<file path="config.mk">
export PLATFORM = sky130hd
export DESIGN_NAME = cpu_bus_ctrl
export DESIGN_NICKNAME = d
export VERILOG_FILES = /design/src/rtl/cpu_bus_ctrl_pkg.sv /design/src/rtl/cpu_bus_ctrl_decoder.sv /design/src/rtl/cpu_bus_ctrl.sv
export SDC_FILE = /design/constraint.sdc
export NUM_CORES = 1
export LEC_CHECK = 0
export CAP_MARGIN = 25
export CORE_AREA = 3 3 180 182
export DETAILED_ROUTE_END_ITERATION = 8
export DIE_AREA = 0 0 183 185
export PLACE_DENSITY = 0.52
export SETUP_SLACK_MARGIN = 0.3
export SLEW_MARGIN = 10
export SYNTH_ARGS = -nofsm -noshare
export SYNTH_HDL_FRONTEND = slang
export SYNTH_HIERARCHICAL = 1
export SYNTH_SLANG_ARGS = --single-unit
</file>
<file path="constraint.sdc">
create_clock -name clk -period 2 [get_ports clk]
set_clock_uncertainty 0.2 [all_clocks]
set_input_delay 0.2 -clock clk [delete_from_list [all_inputs] [get_ports clk]]
set_output_delay 0.2 -clock clk [all_outputs]
set_load 0.02 [all_outputs]
</file>
<file path="src/rtl/cpu_bus_ctrl_pkg.sv">
// cpu_bus_ctrl shared definitions.
// FSM encoding, error cause codes and the default slot map.
package cpu_bus_ctrl_pkg;

    typedef enum logic [1:0] {
        IDLE   = 2'd0,
        ACCESS = 2'd1,
        RESP   = 2'd2
    } state_t;

    localparam logic [1:0] ERR_NONE      = 2'd0;
    localparam logic [1:0] ERR_UNMAPPED  = 2'd1;
    localparam logic [1:0] ERR_TIMEOUT   = 2'd2;
    localparam logic [1:0] ERR_VIOLATION = 2'd3;

    // Slot 0 sits in the low byte: slots 0..7 = 00,40,c0,c1,c2,c3,d0,ff.
    localparam logic [63:0] DEF_PREFIXES  = 64'hffd0_c3c2_c1c0_4000;
    localparam logic [7:0]  DEF_SYS_MASK  = 8'b0100_0100;
    localparam logic [31:0] DEF_ILLEGAL   = 32'h0;

endpackage

</file>
<file path="src/rtl/cpu_bus_ctrl_decoder.sv">
// cpu_bus_ctrl address prefix decoder.
// Pure combinational lookup of cpu_addr[31:24] in the slot table.
module cpu_bus_decoder #(
    parameter int                    NUM_SLOTS     = 8,
    parameter int                    IW            = 3,
    parameter logic [NUM_SLOTS*8-1:0] SLOT_PREFIXES = 64'hffd0_c3c2_c1c0_4000,
    parameter logic [NUM_SLOTS-1:0]  SYS_ONLY_MASK = 8'b0100_0100
) (
    input  logic [7:0]    i_prefix,
    input  logic          i_system_mode,
    output logic          o_hit,
    output logic [IW-1:0] o_sel_idx,
    output logic          o_violation
);

    logic w_sys_only;

    // Scan high to low so the lowest matching slot is the one kept.
    always_comb begin
        o_hit      = 1'b0;
        o_sel_idx  = '0;
        w_sys_only = 1'b0;
        for (int i = NUM_SLOTS - 1; i >= 0; i--) begin
            if (i_prefix == SLOT_PREFIXES[8*i +: 8]) begin
                o_hit      = 1'b1;
                o_sel_idx  = IW'(i);
                w_sys_only = SYS_ONLY_MASK[i];
            end
        end
        o_violation = o_hit && w_sys_only && !i_system_mode;
    end

endmodule

</file>
<file path="src/rtl/cpu_bus_ctrl.sv">
// cpu_bus_ctrl: picorv32 native bus to NUM_SLOTS target cores.
// Prefix decode, registered handshake, timeout and access protection.
module cpu_bus_ctrl
    import cpu_bus_ctrl_pkg::*;
#(
    parameter int                     NUM_SLOTS           = 8,
    parameter logic [NUM_SLOTS*8-1:0] SLOT_PREFIXES       = DEF_PREFIXES,
    parameter logic [NUM_SLOTS-1:0]   SYS_ONLY_MASK       = DEF_SYS_MASK,
    parameter int                     TIMEOUT_CYCLES      = 255,
    parameter logic [31:0]            ILLEGAL_INSTRUCTION = DEF_ILLEGAL
) (
    input  logic                      clk,
    input  logic                      reset_n,
    input  logic                      cpu_valid,
    input  logic [31:0]               cpu_addr,
    input  logic [3:0]                cpu_wstrb,
    input  logic [31:0]               cpu_wdata,
    output logic                      cpu_ready,
    output logic [31:0]               cpu_rdata,
    input  logic                      system_mode,
    input  logic                      force_trap,
    output logic [NUM_SLOTS-1:0]      slot_cs,
    output logic [3:0]                slot_we,
    output logic [15:0]               slot_address,
    output logic [31:0]               slot_wdata,
    input  logic [NUM_SLOTS*32-1:0]   slot_rdata,
    input  logic [NUM_SLOTS-1:0]      slot_ready,
    output logic                      bus_error,
    output logic [1:0]                error_cause,
    output logic [31:0]               error_addr
);

    localparam int IW = (NUM_SLOTS > 1) ? $clog2(NUM_SLOTS) : 1;
    localparam int TW = (TIMEOUT_CYCLES > 0) ? $clog2(TIMEOUT_CYCLES + 1) : 1;
    localparam logic [TW-1:0] TLIM =
        TW'((TIMEOUT_CYCLES == 0) ? 0 : TIMEOUT_CYCLES - 1);
    localparam logic [TW-1:0] TMAX = '1;

    state_t          r_state;
    state_t          w_next;
    logic [IW-1:0]   r_sel;
    logic [TW-1:0]   r_timer;
    logic [31:0]     r_rdata;
    logic            r_berr;
    logic [1:0]      r_cause;
    logic [31:0]     r_eaddr;

    logic            w_hit;
    logic            w_viol;
    logic [IW-1:0]   w_sel;
    logic            w_take;
    logic            w_load;
    logic [31:0]     w_load_val;
    logic            w_err;
    logic [1:0]      w_cause;
    logic [NUM_SLOTS-1:0] w_cs;
    logic [3:0]      w_we;

    cpu_bus_decoder #(
        .NUM_SLOTS     (NUM_SLOTS),
        .IW            (IW),
        .SLOT_PREFIXES (SLOT_PREFIXES),
        .SYS_ONLY_MASK (SYS_ONLY_MASK)
    ) u_dec (
        .i_prefix      (cpu_addr[31:24]),
        .i_system_mode (system_mode),
        .o_hit         (w_hit),
        .o_sel_idx     (w_sel),
        .o_violation   (w_viol)
    );

    // State register; async reset drops chip selects immediately.
    always_ff @(posedge clk or negedge reset_n) begin
        if (!reset_n) r_state <= IDLE;
        else          r_state <= w_next;
    end

    // Next state, slot strobes and datapath load controls.
    always_comb begin
        w_next     = r_state;
        w_take     = 1'b0;
        w_load     = 1'b0;
        w_load_val = ILLEGAL_INSTRUCTION;
        w_err      = 1'b0;
        w_cause    = ERR_NONE;
        w_cs       = '0;
        w_we       = '0;
        case (r_state)
            IDLE: begin
                if (cpu_valid) begin
                    if (force_trap) begin
                        w_load = 1'b1;
                        w_next = RESP;
                    end else if (!w_hit) begin
                        w_load  = 1'b1;
                        w_err   = 1'b1;
                        w_cause = ERR_UNMAPPED;
                        w_next  = RESP;
                    end else if (w_viol) begin
                        w_load  = 1'b1;
                        w_err   = 1'b1;
                        w_cause = ERR_VIOLATION;
                        w_next  = RESP;
                    end else begin
                        w_take = 1'b1;
                        w_next = ACCESS;
                    end
                end
            end
            ACCESS: begin
                w_cs = NUM_SLOTS'(1) << r_sel;
                w_we = cpu_wstrb;
                if (slot_ready[r_sel]) begin
                    w_load     = 1'b1;
                    w_load_val = slot_rdata[r_sel*32 +: 32];
                    w_next     = RESP;
                end else if (TIMEOUT_CYCLES != 0 && r_timer == TLIM) begin
                    w_load  = 1'b1;
                    w_err   = 1'b1;
                    w_cause = ERR_TIMEOUT;
                    w_next  = RESP;
                end
            end
            RESP:    w_next = IDLE;
            default: w_next = IDLE;
        endcase
    end

    // Datapath: slot select, wait timer, response data and error log.
    always_ff @(posedge clk or negedge reset_n) begin
        if (!reset_n) begin
            r_sel   <= '0;
            r_timer <= '0;
            r_rdata <= '0;
            r_berr  <= 1'b0;
            r_cause <= ERR_NONE;
            r_eaddr <= '0;
        end else begin
            r_berr <= w_err;
            if (w_take) begin
                r_sel   <= w_sel;
                r_timer <= '0;
            end else if (r_state == ACCESS && r_timer != TMAX) begin
                r_timer <= r_timer + 1'b1;
            end
            if (w_load) r_rdata <= w_load_val;
            if (w_err) begin
                r_cause <= w_cause;
                r_eaddr <= cpu_addr;
            end
        end
    end

    assign cpu_ready    = (r_state == RESP);
    assign cpu_rdata    = r_rdata;
    assign slot_cs      = w_cs;
    assign slot_we      = w_we;
    assign slot_address = cpu_addr[17:2];
    assign slot_wdata   = cpu_wdata;
    assign bus_error    = r_berr;
    assign error_cause  = r_cause;
    assign error_addr   = r_eaddr;

endmodule

</file>
### After elaboration in Yosys (flattened, before gate mapping)

Cells that the tools add are included.

| cells by class | value |
|---|---|
| mux-type cells | 61 |
| order comparisons | 1 |
| equal/unequal tests | 13 |
| shift-type cells | 2 |
| add/sub/neg operators | 1 |
| reductions and logical operators | 8 |

Operators by type and width:

| operator | number |
|---|---|
| $shiftx 256x9->32 | 1 |
| $mux 32 | 2 |
| $eq 8x8->1 const B | 7 |
| $mux 1 | 30 |
| $mux 2 | 12 |
| $mux 3 | 8 |
| $mux 8 | 3 |
| $add 8x1->8 const B | 1 |
| $eq 8x7->1 const B | 1 |
| $logic_not 8->1 | 1 |
| $ne 8x8->1 const B | 1 |
| $pmux 2 s2 | 2 |
| $shl 1x3->8 const A | 1 |
| $lt 3x4->1 const B | 1 |
| $mux 4 | 1 |
| $pmux 1 s2 | 2 |
| $bmux 1 s3 | 1 |
| $logic_and 1x1->1 | 3 |
| $ne 3x3->1 const B | 1 |
| $eq 2x1->1 const B | 1 |
| $eq 2x2->1 const B | 1 |
| $logic_not 2->1 | 1 |
| $ne 2x2->1 const B | 1 |
| $reduce_and 2->1 | 1 |
| other kinds (2) | 2 |

| storage, ports and cells | value |
|---|---|
| input bits | 337 |
| register bits | 80 |
| logic and storage cells | 93 |
| output and inout bits | 128 |

### Depth between registers and ports, before layout

| logic depth | value |
|---|---|
| word-level depth | 17 |
| depth in mapped cells | 8 |
| gate-level depth less buffers | 7 |

### Hierarchy

The synthesis kept the hierarchy.

By module, submodules not included:

| module | sequential area each (µm²) | cells an instance | times used | area an instance (µm²) |
|---|---|---|---|---|
| cpu_bus_ctrl | 2001.9 | 438 | 1 | 5831.8 |
| cpu_bus_decoder | 0.0 | 21 | 1 | 137.6 |

### Worst setup path before layout

No wires, ideal clock.

| path | value |
|---|---|
| path kind | input-to-reg |
| from | input port cpu_addr[28] |
| to | register r_rdata[10], in the netlist cpu_rdata[10] |
| required time | 1.721 ns |
| path buffers | 1 |
| slack | -0.192 ns |
| setup time | 0.079 ns |
| arrival time | 1.912 ns |
| stages on the path | 8 |
| cell sequence | nor4_2 o21ai_1 o211ai_1 or3b_2 a32oi_1 buf_2 nand2_1 mux2i_1 |

| on the way | value |
|---|---|
| longest elaborated chain between the ends | 16 |
| elaborated cells between the ends (all ways) | 30 |
| those cells by class | eq/ne (7); mux (20); reduce/logical (3) |

RTL lines:

| element | line | text |
|---|---|---|
| from (decl) | cpu_bus_ctrl.sv:15 | `input logic [31:0] cpu_addr,` |
| $eq 8x8->1 | cpu_bus_ctrl_decoder.sv:24 | `if (i_prefix == SLOT_PREFIXES[8*i +: 8]) begin` |
| $mux 1 (7 in a row) | cpu_bus_ctrl_decoder.sv:24 |  |
| $mux 1 (*) | cpu_bus_ctrl_decoder.sv:24 |  |
| named net w_hit | cpu_bus_ctrl.sv:48 | `logic w_hit;` |
| $logic_and 1x1->1 (2 in a row) | cpu_bus_ctrl_decoder.sv:30 | `o_violation = o_hit && w_sys_only && !i_system_mode;` |
| $mux 1 | cpu_bus_ctrl.sv:99 | `end else if (w_viol) begin` |
| $mux 1 (*) | cpu_bus_ctrl.sv:94 | `end else if (!w_hit) begin` |
| $mux 1 (*) | cpu_bus_ctrl.sv:91 | `if (force_trap) begin` |
| $mux 1 (*) | cpu_bus_ctrl.sv:90 | `if (cpu_valid) begin` |
| $pmux 1 s2 (*) | cpu_bus_ctrl.sv:88 | `case (r_state)` |
| to (signal assigned) | cpu_bus_ctrl.sv:146 | `if (w_load) r_rdata <= w_load_val;` |
| to (decl) | cpu_bus_ctrl.sv:43 | `logic [31:0] r_rdata;` |

Mark *: on every way through the listed nets, which the timed path passes. The rest lies on a longest branch.
A chain may end at the register's enable or synchronous reset.

### Final worst setup path

| path | value |
|---|---|
| from | register r_sel[1] |
| to | register r_eaddr[12], in the netlist error_addr[12] |

| on the way | value |
|---|---|
| longest elaborated chain between the ends | 4 |

RTL lines:

| element | line | text |
|---|---|---|
| from (decl) | cpu_bus_ctrl.sv:41 | `logic [IW-1:0] r_sel;` |
| from (signal assigned) | cpu_bus_ctrl.sv:141 | `r_sel <= w_sel;` |
| $bmux 1 s3 | cpu_bus_ctrl.sv:113 | `if (slot_ready[r_sel]) begin` |
| $mux 1 (implied by the code) | cpu_bus_ctrl.sv:113 |  |
| $mux 1 | cpu_bus_ctrl.sv:113 |  |
| $pmux 1 s2 | cpu_bus_ctrl.sv:88 |  |
| to (signal assigned) | cpu_bus_ctrl.sv:149 | `r_eaddr <= cpu_addr;` |
| to (decl) | cpu_bus_ctrl.sv:46 | `logic [31:0] r_eaddr;` |

No other way between the ends. The select of a mux whose other input is x is not followed.

==> qor.yml <==
setup_path:
  cp.arrival_ns: 2.26
  cp_max_fo: 10
  cp-endpoint: "error_addr[12]$_DFFE_PN0P_"
  crit_required_ns: 2.02
  critPathLaunch: "r_sel[1]$_DFFE_PN0P_"
  end_kind: "flop"
  critPathKind: "flop to flop"
  reg2reg_depth: 6
  rrSetupSlack_ns: -0.23
  rr_endpoint: "error_addr[12]$_DFFE_PN0P_"
  rr_startpoint: "r_sel[1]$_DFFE_PN0P_"
  critPathLaunchType: "flop"
placed_design:
  dp_hpwl_um: 20200
  gp_congestion: 0.760
  placed_area_um2: 10600
  portBuffers: 400
logic_synthesis:
  synth_area_um2: 5970
  synth_top_area_cell: "dfrtp_1"
  synthDistinctLibCells: 51
  syn-num-nets: 798
  synth-async-reset-ratio: 1.00
  yosysSeqAreaShare: 0.335
  synth_top_area_share: 0.335
  syn_inst: 459
  dominantRegCellSynth: "dfrtp_1"
  ys_ff_latch: 80
  synth_warnings: 6
  synth_enable_flop_cells: 0
  avgSynthCellArea_um2: 13.0
  synthTopCellsByArea: "dfrtp_1 (34%), mux4_2 (24%), mux2i_1 (11%)"
sta:
  rsz0062_at_grt: "yes"
  hold_viol: 0
  fin_crit_sh: 1.12
  max_freq_mhz: 448
  final-max-slew-violation-count: 0
  max_slew.worst_pin.slew_ns: 0.663
  fin_ws_ns: -0.234
  slew_headroom: 0.558
  finalSetupViolations: 73
  min_period_ns: 2.23
outcome:
  outcome: "finished, violations left"
  violations: "negative setup slack"
layout:
  multi_input_area_um2: 3690
  drive_gt1_frac: 0.323
  fin_nets: 1238
  regArea_um2: 2010
  fill_cells: 3011
  final_area_um2: 11800
  antenna_cells: 0
  syn_to_final_growth_pct: 97.3
pwr:
  power_uw: 6100
  leakage_uw: 0.00501
  irDropWorstVdd_v: 0.000383
  power.density_nw_per_um2: 517
grt:
  antenna_found_initial: 1
  grt_util_all_layers: 0.149
  grt_pass1_wl_um: 37800
  overflow: 0
  grt_pass1_vias: 5940
  grt_max_degree: 66
detailed_routing:
  routedWlPerCell_um: 21.0
  drt_pass1_iterations: 4
  via_count: 5646
  ant_nets: 0
  drc: 0
  drt-vias-per-instance: 4.34
  totalWireLength_um: 27300
  drt_iter0_drc: 161
floorplanning:
  ios: 465
  die_area_um2: 33900
  die-width_um: 183
  die_y_um: 185
  rows: 64
  core_area_um2: 30700
  initial_utilization: 0.194
clock_network:
  cts_sinks: 80
  cts_tree: "yes"
  clock_latency_ns: 0.35
  root_buffer: "clkbuf_16"
  cts_inserted_buffers: 9
  clock_path_buffers: 2
  path_clk_slew_ns: 0.08
  htreeDepth: 3
flow_run:
  cap_violations: 0
worst_hold_path:
  min_path_type: "primary input to flop"
-- per-stage QoR --
step           worst slack (ns)  instances  TNS, ns  utilization  hold WS, ns
2_1_floorplan            -0.134        459    -4.27            -       -0.296
3_5_place_dp             -0.809       1235   -56.07        0.345      -0.0355
3_3_place_gp             -0.754       1235   -53.41        0.345      -0.0379
5_1_grt                  -0.281       1300   -17.18        0.383       0.0201
6_report                 -0.234       1300   -12.03        0.383       0.0276
4_1_cts                  -0.267       1278   -13.02        0.370       0.0147
-- layer usage --
| metal | wire (µm) | up-vias | part of all wire | track usage |
|---|---|---|---|---|
| met3 | 1900 | 20 | 0.070 | 0.0414 |
| met5 | 10 | - | 0.00037 | 0 |
| met1 | 11100 | 2795 | 0.41 | 0.185 |
| met4 | 244 | 2 | 0.0089 | 0.0299 |
| met2 | 14000 | 249 | 0.51 | 0.262 |
| li1 | - | 2580 | - | - |
-- Yosys cell counts (all sizes together) (3+ instances only) --
| cell | instances |
|---|---|
| a21oi | 6 |
| and2 | 7 |
| buf | 69 |
| clkbuf | 11 |
| dfrtp | 80 |
| inv | 3 |
| mux2 | 38 |
| mux2i | 66 |
| mux4 | 64 |
| nand2 | 40 |
| nand2b | 4 |
| nand3 | 7 |
| nand4 | 4 |
| nor2 | 12 |
| nor3 | 6 |
| o21ai | 7 |
| xor2 | 3 |
-- kinds of logic after synthesis --
family,Yosys count,share of synthesized area
mux,168,0.443
simple gates,97,0.0832
buf+inv,83,0.0968
flops,80,0.335
compound gates,25,0.0319
xor+xnor,4,0.00587
fa+ha+maj,2,0.00419
-- critical path, cell delays in order, from the launching register on --
cell and delay, ns:
dfrtp_4 0.55, mux2_4 0.33, o22a_4 0.25, a31oi_4 0.18, buf_4 0.15, buf_12 0.13, mux2_4 0.30
-- where the power goes --
part | leakage [µW] | total, µW | internal (µW) | switching [µW]
logic | 0.00385 | 2320 | 1410 | 910
clock network | 0.000150 | 1790 | 998 | 794
registers | 0.00101 | 1980 | 1860 | 128
total | 0.00501 | 6100 | 4260 | 1830
-- registers in the layout (all words and copies together) (netlist names) --
register / flops
cpu_rdata: 32
error_addr: 32
r_timer: 8
r_sel: 3
error_cause: 2
r_state: 2
bus_error: 1
-- final cells by class --
type                    count  share of cell area
clock buffers               9              0.0191
clock inverters             7             0.00733
inverters                   3            0.000956
multi-input cells         296               0.313
flip-flops and latches     80               0.171
well taps                 396              0.0421
repair buffers            509               0.446
-- placed cells by master, fill, tap and decap left out, drive strengths merged, types with 2 or more instances in the layout --
cell type,netlist,routed
nand3b,2,2
nand2b,4,4
dlygate4sd2,0,73
a21oi,6,6
ha,2,2
dlygate4sd3,0,4
inv,3,7
a32oi,2,2
and4,2,2
nor2,12,12
clkdlybuf4s15,0,2
dlymetal6s2s,0,9
nor4,2,2
o211ai,2,2
o21ai,7,7
clkdlybuf4s50,0,296
or3,2,2
nand3,7,7
nand4,4,4
mux4,64,64
mux2,38,38
dfrtp,80,80
buf,69,116
xor2,3,3
mux2i,66,66
nor3,6,6
nand2,40,40
and2,7,7
clkbuf,11,17
-- how the worst min path moves through the flow --
stage	startpoint	endpoint	slack, ns	depth (start not counted)
finish	cpu_addr[25]	error_addr[25]$_DFFE_PN0P_	0.03	3
global route	cpu_addr[25]	error_addr[25]$_DFFE_PN0P_	0.02	3
CTS	cpu_addr[27]	error_addr[27]$_DFFE_PN0P_	0.01	3
detailed placement	reset_n	error_addr[13]$_DFFE_PN0P_	-0.04	1
global placement	reset_n	error_addr[13]$_DFFE_PN0P_	-0.04	1
floorplan	reset_n	bus_error$_DFF_PN0_	-0.30	0
-- what timing repair did --
action                                  CTS  global route
pin swaps                                13            13
setup buffers                            20            15
endpoints found under the setup margin  166           102
resized for setup                       212            56
cloned                                    6             4
hold endpoints to repair                 78             3
hold buffers                              1             3
No activity file was read; power rests on OpenSTA's default activity.
==> edit 1: new RTL, same flow settings <==
Put one more register stage on the output `error_addr`, without a reset. The value now appears one clock later. The other outputs are not delayed to match.
--- a/src/rtl/cpu_bus_ctrl.sv
+++ b/src/rtl/cpu_bus_ctrl.sv
@@ -160,5 +160,7 @@
     assign bus_error    = r_berr;
     assign error_cause  = r_cause;
-    assign error_addr   = r_eaddr;
+    always_ff @(posedge clk) begin
+        error_addr <= r_eaddr;
+    end
 
 endmodule
Formal check against the unedited RTL: not equivalent (a bounded check fails within 4 cycles, from zero or initial values and one cycle with reset_n low).
==> edit 1 against the unedited design <==
- the flow still finishes with violations (negative setup slack)
- power is 5.4% higher
- critical path depth grew 2
- die area is the same
- worst setup slack improved by 0.052 ns
- design area rose by 8.7%
- sequential share of layout area is 3.6 points higher
- count of clock-buffer cells in the layout up 2
- synthesized area grew 18%
- non-clock buffer count rose by 2
- synthesized cell count increased by 34%
- sequential cell count grew 32
- fmax increased by 2.4%
- wire length increased by 26%
- largest cell class unchanged
==> edit 1: results <==
metrics = {
    "outcome": {
        "status": "finished with violations",
        "violations": "negative setup slack",
    },
    "synth": {
        "synth_nets": 953,
        "async_reset_ff_frac": 0.714,
        "seq_area_frac_synth": 0.375,
        "synthTopCellsByCount": "dfrtp_1 (80), nand2_1 (71), mux2i_1 (67), mux4_2 (64), buf_4 (57)",
    },
    "placed_design": {
        "postPlaceCellArea_um2": 11700,
        "routabilityCongestion": 0.870,
        "dp_hpwl_um": 26100,
    },
    "worst_setup_path": {
        "cp.arrival_ns": 2.24,
        "slowest_delay_ns": 0.53,
        "path_delay_family": "buffers and inverters",
    },
    "pwr": {
        "switching_share": 0.293,
        "irDropWorstVdd_v": 0.000444,
    },
    "grt": {
        "grt_pass1_vias": 7177,
        "grt_pass1_wl_um": 47900,
        "antenna_found_initial": 9,
    },
    "timing": {
        "worst_slack_ns": -0.182,
        "totalNegativeSetupSlack_ns": -8.94,
        "setup_viol": 70,
    },
    "detailed_routing": {
        "first_iter_violations": 379,
        "routed_wl_um": 34300,
        "vias_per_cell": 4.86,
    },
    "cells_and_area": {
        "drive_gt1_frac": 0.259,
        "nets": 1370,
    },
}
==> edit 1: cell types whose count changed in the layout (fill, tap and decap cells not counted), sizes merged, moves of 31 or more <==
cell     delta
dfxtp      +32
mux2       -32
o211ai     +32
nand2      +31
o2111ai    +31
o21ai      +32
==> edit 1: kinds of logic (layout without fill, tap and decap cells) <==
kind of cell / Yosys count / after routing / share of synthesized area
muxes: 137 / 137 / 0.310
and+or+nand+nor: 127 / 127 / 0.0897
AOI/OAI and AO/OA: 126 / 126 / 0.127
DFF: 112 / 112 / 0.375
buffers and inverters: 109 / 531 / 0.0934
adders and majority gates: 2 / 2 / 0.00355
xor gates and xnor gates: 1 / 1 / 0.00124
other: 0 / 4 / 0
==> edit 1: cell type report <==
cell class | instances | area [µm²]
antenna | 4 | 10.0
clock buffer | 11 | 243
clock inverter | 5 | 46.3
fill | 2983 | 17900
inverter | 4 | 15.0
multi-input combinational | 393 | 4030
sequential | 112 | 2650
tap | 396 | 495
timing repair buffer | 511 | 5310
==> edit 1: worst paths after layout <==
path,start,endpoint,slack (ns),cells after the start
worst max-delay path,r_sel[1],bus_error,-0.18,8
worst min-delay path,cpu_addr[27],r_eaddr[27],0.03,4
worst max register to register,r_sel[1],bus_error,-0.18,8
worst min register to register,r_eaddr[13],error_addr[13],0.17,0
max in group asynchronous,reset_n,cpu_rdata[19],0.88,3
min in group asynchronous,reset_n,r_eaddr[4],0.10,2
==> edit 1: power by group through the flow <==
stage	Clock, µW	Sequential (µW)	Combinational (µW)
6_report	1850	2720	1850
3_3_place_gp	0	2750	1800
2_1_floorplan	0	2880	614
5_1_grt	2000	2760	1980
4_1_cts	1920	2720	1850
3_5_place_dp	0	2760	1800
==> edit 1: metrics by stage <==
stage          instances  setup slack (ns)
2_1_floorplan        614            0.0873
3_3_place_gp        1377            -0.648
3_5_place_dp        1377            -0.701
4_1_cts             1420            -0.184
5_1_grt             1436            -0.218
6_report            1436            -0.182
==> edit 1: worst reg2reg max path, stage by stage, from the launching register on <==
cell,delay (ns)
dfrtp_4,0.53
buf_8,0.15
mux2i_4,0.19
o2bb2ai_4,0.16
buf_6,0.14
o211a_4,0.25
buf_12,0.14
buf_16,0.13
or2_1,0.19
==> edit 1: what timing repair did <==
item,in CTS,in global routing
hold buffers,1,0
endpoints found under the setup margin,163,104
resized for setup,208,51
buffers inserted,20,7
endpoints found under the hold margin,80,0
cloned,6,5
pin swaps,20,19
==> edit 1: routing by layer <==
layer  vias to the layer above  global-route usage  part of all wire
met2                       311               0.325              0.52
met5                         -                   0            0.0020
li1                       3155                   -                 -
met3                        41              0.0556             0.070
met4                        10              0.0475             0.014
met1                      3456               0.239              0.40
==> edit 2: new RTL, same settings <==
Without the edit above. Change the parameter `TIMEOUT_CYCLES` from 255 to 510.
--- a/src/rtl/cpu_bus_ctrl.sv
+++ b/src/rtl/cpu_bus_ctrl.sv
@@ -7,5 +7,5 @@
     parameter logic [NUM_SLOTS*8-1:0] SLOT_PREFIXES       = DEF_PREFIXES,
     parameter logic [NUM_SLOTS-1:0]   SYS_ONLY_MASK       = DEF_SYS_MASK,
-    parameter int                     TIMEOUT_CYCLES      = 255,
+    parameter int                     TIMEOUT_CYCLES      = 510,
     parameter logic [31:0]            ILLEGAL_INSTRUCTION = DEF_ILLEGAL
 ) (
Function: no difference found for any inputs over 4 cycles, from zero or initial values and one cycle with reset_n low; that may be too few to reach the edited logic, so the function may still have changed.
==> edit 2 against the unedited design <==
- the run still ends with negative setup slack left
- global-route usage increased by 0.31 points
- power is 2.9% lower
- wire length increased by 1.0%
- cell count shrank 0.54%
- design area decreased by 3.4%
- sequential share of layout area increased by 0.81 points
- sequential cell count is 1 higher
- worst setup slack worse by 0.083 ns
- synthesized area shrank 2.1%
- critical path type unchanged
- critical endpoint is now error_addr[11]
- largest power group is now the clock network
- highest routed layer is now met4
==> edit 2: results <==
metrics = {
    "outcome": {
        "status": "finished with violations",
        "violations": "negative setup slack",
    },
    "pwr": {
        "leakage_uw": 0.00454,
        "irDropWorstVdd_v": 0.000337,
        "switching_share": 0.283,
    },
    "detailed_routing": {
        "wl_met2_um": 14300,
        "routedWlPerCell_um": 21.3,
        "via_count": 5606,
        "wl_met3_um": 2080,
        "met1_length_um": 10900,
        "maxUsedRoutingLayer": "met4",
        "first_iter_violations": 201,
    },
    "synth": {
        "synthTopCellsByCount": "dfrtp_1 (81), mux2i_1 (69), mux4_2 (65), nand2_1 (54), buf_4 (49)",
        "synth_nets": 807,
        "seq_area_frac_synth": 0.347,
        "synth_cell_type_count": 47,
        "synth.area.top_cells": "dfrtp_1 (35%), mux4_2 (25%), mux2i_1 (12%)",
        "synth_area_per_cell_um2": 12.5,
    },
    "cells_and_area": {
        "final_cells": 1293,
        "drive_gt1_frac": 0.309,
        "n_fill_cell": 3041,
    },
    "timing": {
        "worst_slack_ns": -0.316,
        "setup_viol": 71,
        "worst_pin_slew_ns": 0.545,
    },
    "grt": {
        "grt_usage": 0.152,
        "grt_pass1_vias": 6090,
        "grt_max_degree": 40,
        "antenna_found_initial": 0,
        "grt_pass1_wl_um": 38400,
    },
    "min_path": {
        "hp-start": "cpu_addr[26]",
        "min_to": "error_addr[26]",
    },
    "placed_design": {
        "dp_hpwl_um": 21400,
        "pre_cts_ws_ns": -0.669,
        "routabilityCongestion": 0.749,
    },
    "worst_setup_path": {
        "r2r_cells": 5,
        "r2r_end": "error_addr[11]",
        "cp.arrival_ns": 2.34,
        "worst-path-max-fanout": 23,
    },
}
## edit 2: how the worst max path moves through the flow
stage                      to         start  depth (start not counted)  slack (ns)
5_1_grt        error_addr[16]      r_sel[1]                          5       -0.40
3_3_place_gp       r_timer[7]  cpu_addr[29]                         10       -0.64
4_1_cts        error_addr[16]      r_sel[1]                          5       -0.32
2_1_floorplan   error_addr[0]      r_sel[1]                          6       -0.21
3_5_place_dp       r_timer[7]  cpu_addr[29]                         10       -0.67
6_report       error_addr[11]      r_sel[1]                          5       -0.32
## edit 2: power by group through the flow
stage | clock network [µW] | registers, µW | logic, µW
3_5_place_dp | 0 | 2020 | 1940
6_report | 1990 | 1980 | 1950
3_3_place_gp | 0 | 2010 | 1930
4_1_cts | 2070 | 1980 | 1900
2_1_floorplan | 0 | 2190 | 620
5_1_grt | 2130 | 2010 | 2100
## edit 2: logic make-up after synthesis
| group | after synthesis | synth area share |
|---|---|---|
| xor gates and xnor gates | 4 | 0.00600 |
| and+or+nand+nor | 110 | 0.0927 |
| AOI/OAI and AO/OA | 22 | 0.0253 |
| muxes | 166 | 0.430 |
| DFF | 81 | 0.347 |
| adders and majority gates | 3 | 0.00642 |
| buffers and inverters | 81 | 0.0925 |
## edit 2: area by class of cell
class	instances	share of cell area
inverter	2	0.000660
tap	396	0.0435
clock buffer	10	0.0201
multi-input combinational	306	0.316
sequential	81	0.179
clock inverter	6	0.0101
timing repair buffer	492	0.431
## edit 2: worst max-delay path, cell delays in order (launching register included)
cell,delay (ns)
dfrtp_4,0.52
mux2i_1,0.14
mux4_2,0.55
a21oi_4,0.22
buf_12,0.20
mux2_2,0.35
## edit 2: stage by stage
stage / hold slack (ns) / total power (µW) / instance area (µm²) / util / TNS, ns
after floorplan: -0.296 / 2810 / 5930 / - / -9.24
after global placement: -0.00269 / 3940 / 10400 / 0.340 / -43.04
after detailed placement: 0.0000334 / 3960 / 10400 / 0.340 / -44.75
after CTS: 0.127 / 5950 / 11100 / 0.359 / -18.07
after global routing: 0.0317 / 6240 / 11400 / 0.370 / -24.18
final: 0.0387 / 5920 / 11400 / 0.370 / -17.36
## edit 2: per-layer routing
metal | up-vias | GRT usage
met3 | 16 | 0.0434
met5 | - | 0
met2 | 279 | 0.276
met4 | 0 | 0.0326
li1 | 2571 | -
met1 | 2740 | 0.180
## edit 2: timing repair
item	CTS	global route
pin swaps	11	15
gates resized for setup	192	48
cloned	4	2
endpoints found under the setup margin	169	101
hold buffers	1	1
setup buffers	11	12
endpoints found under the hold margin	31	1
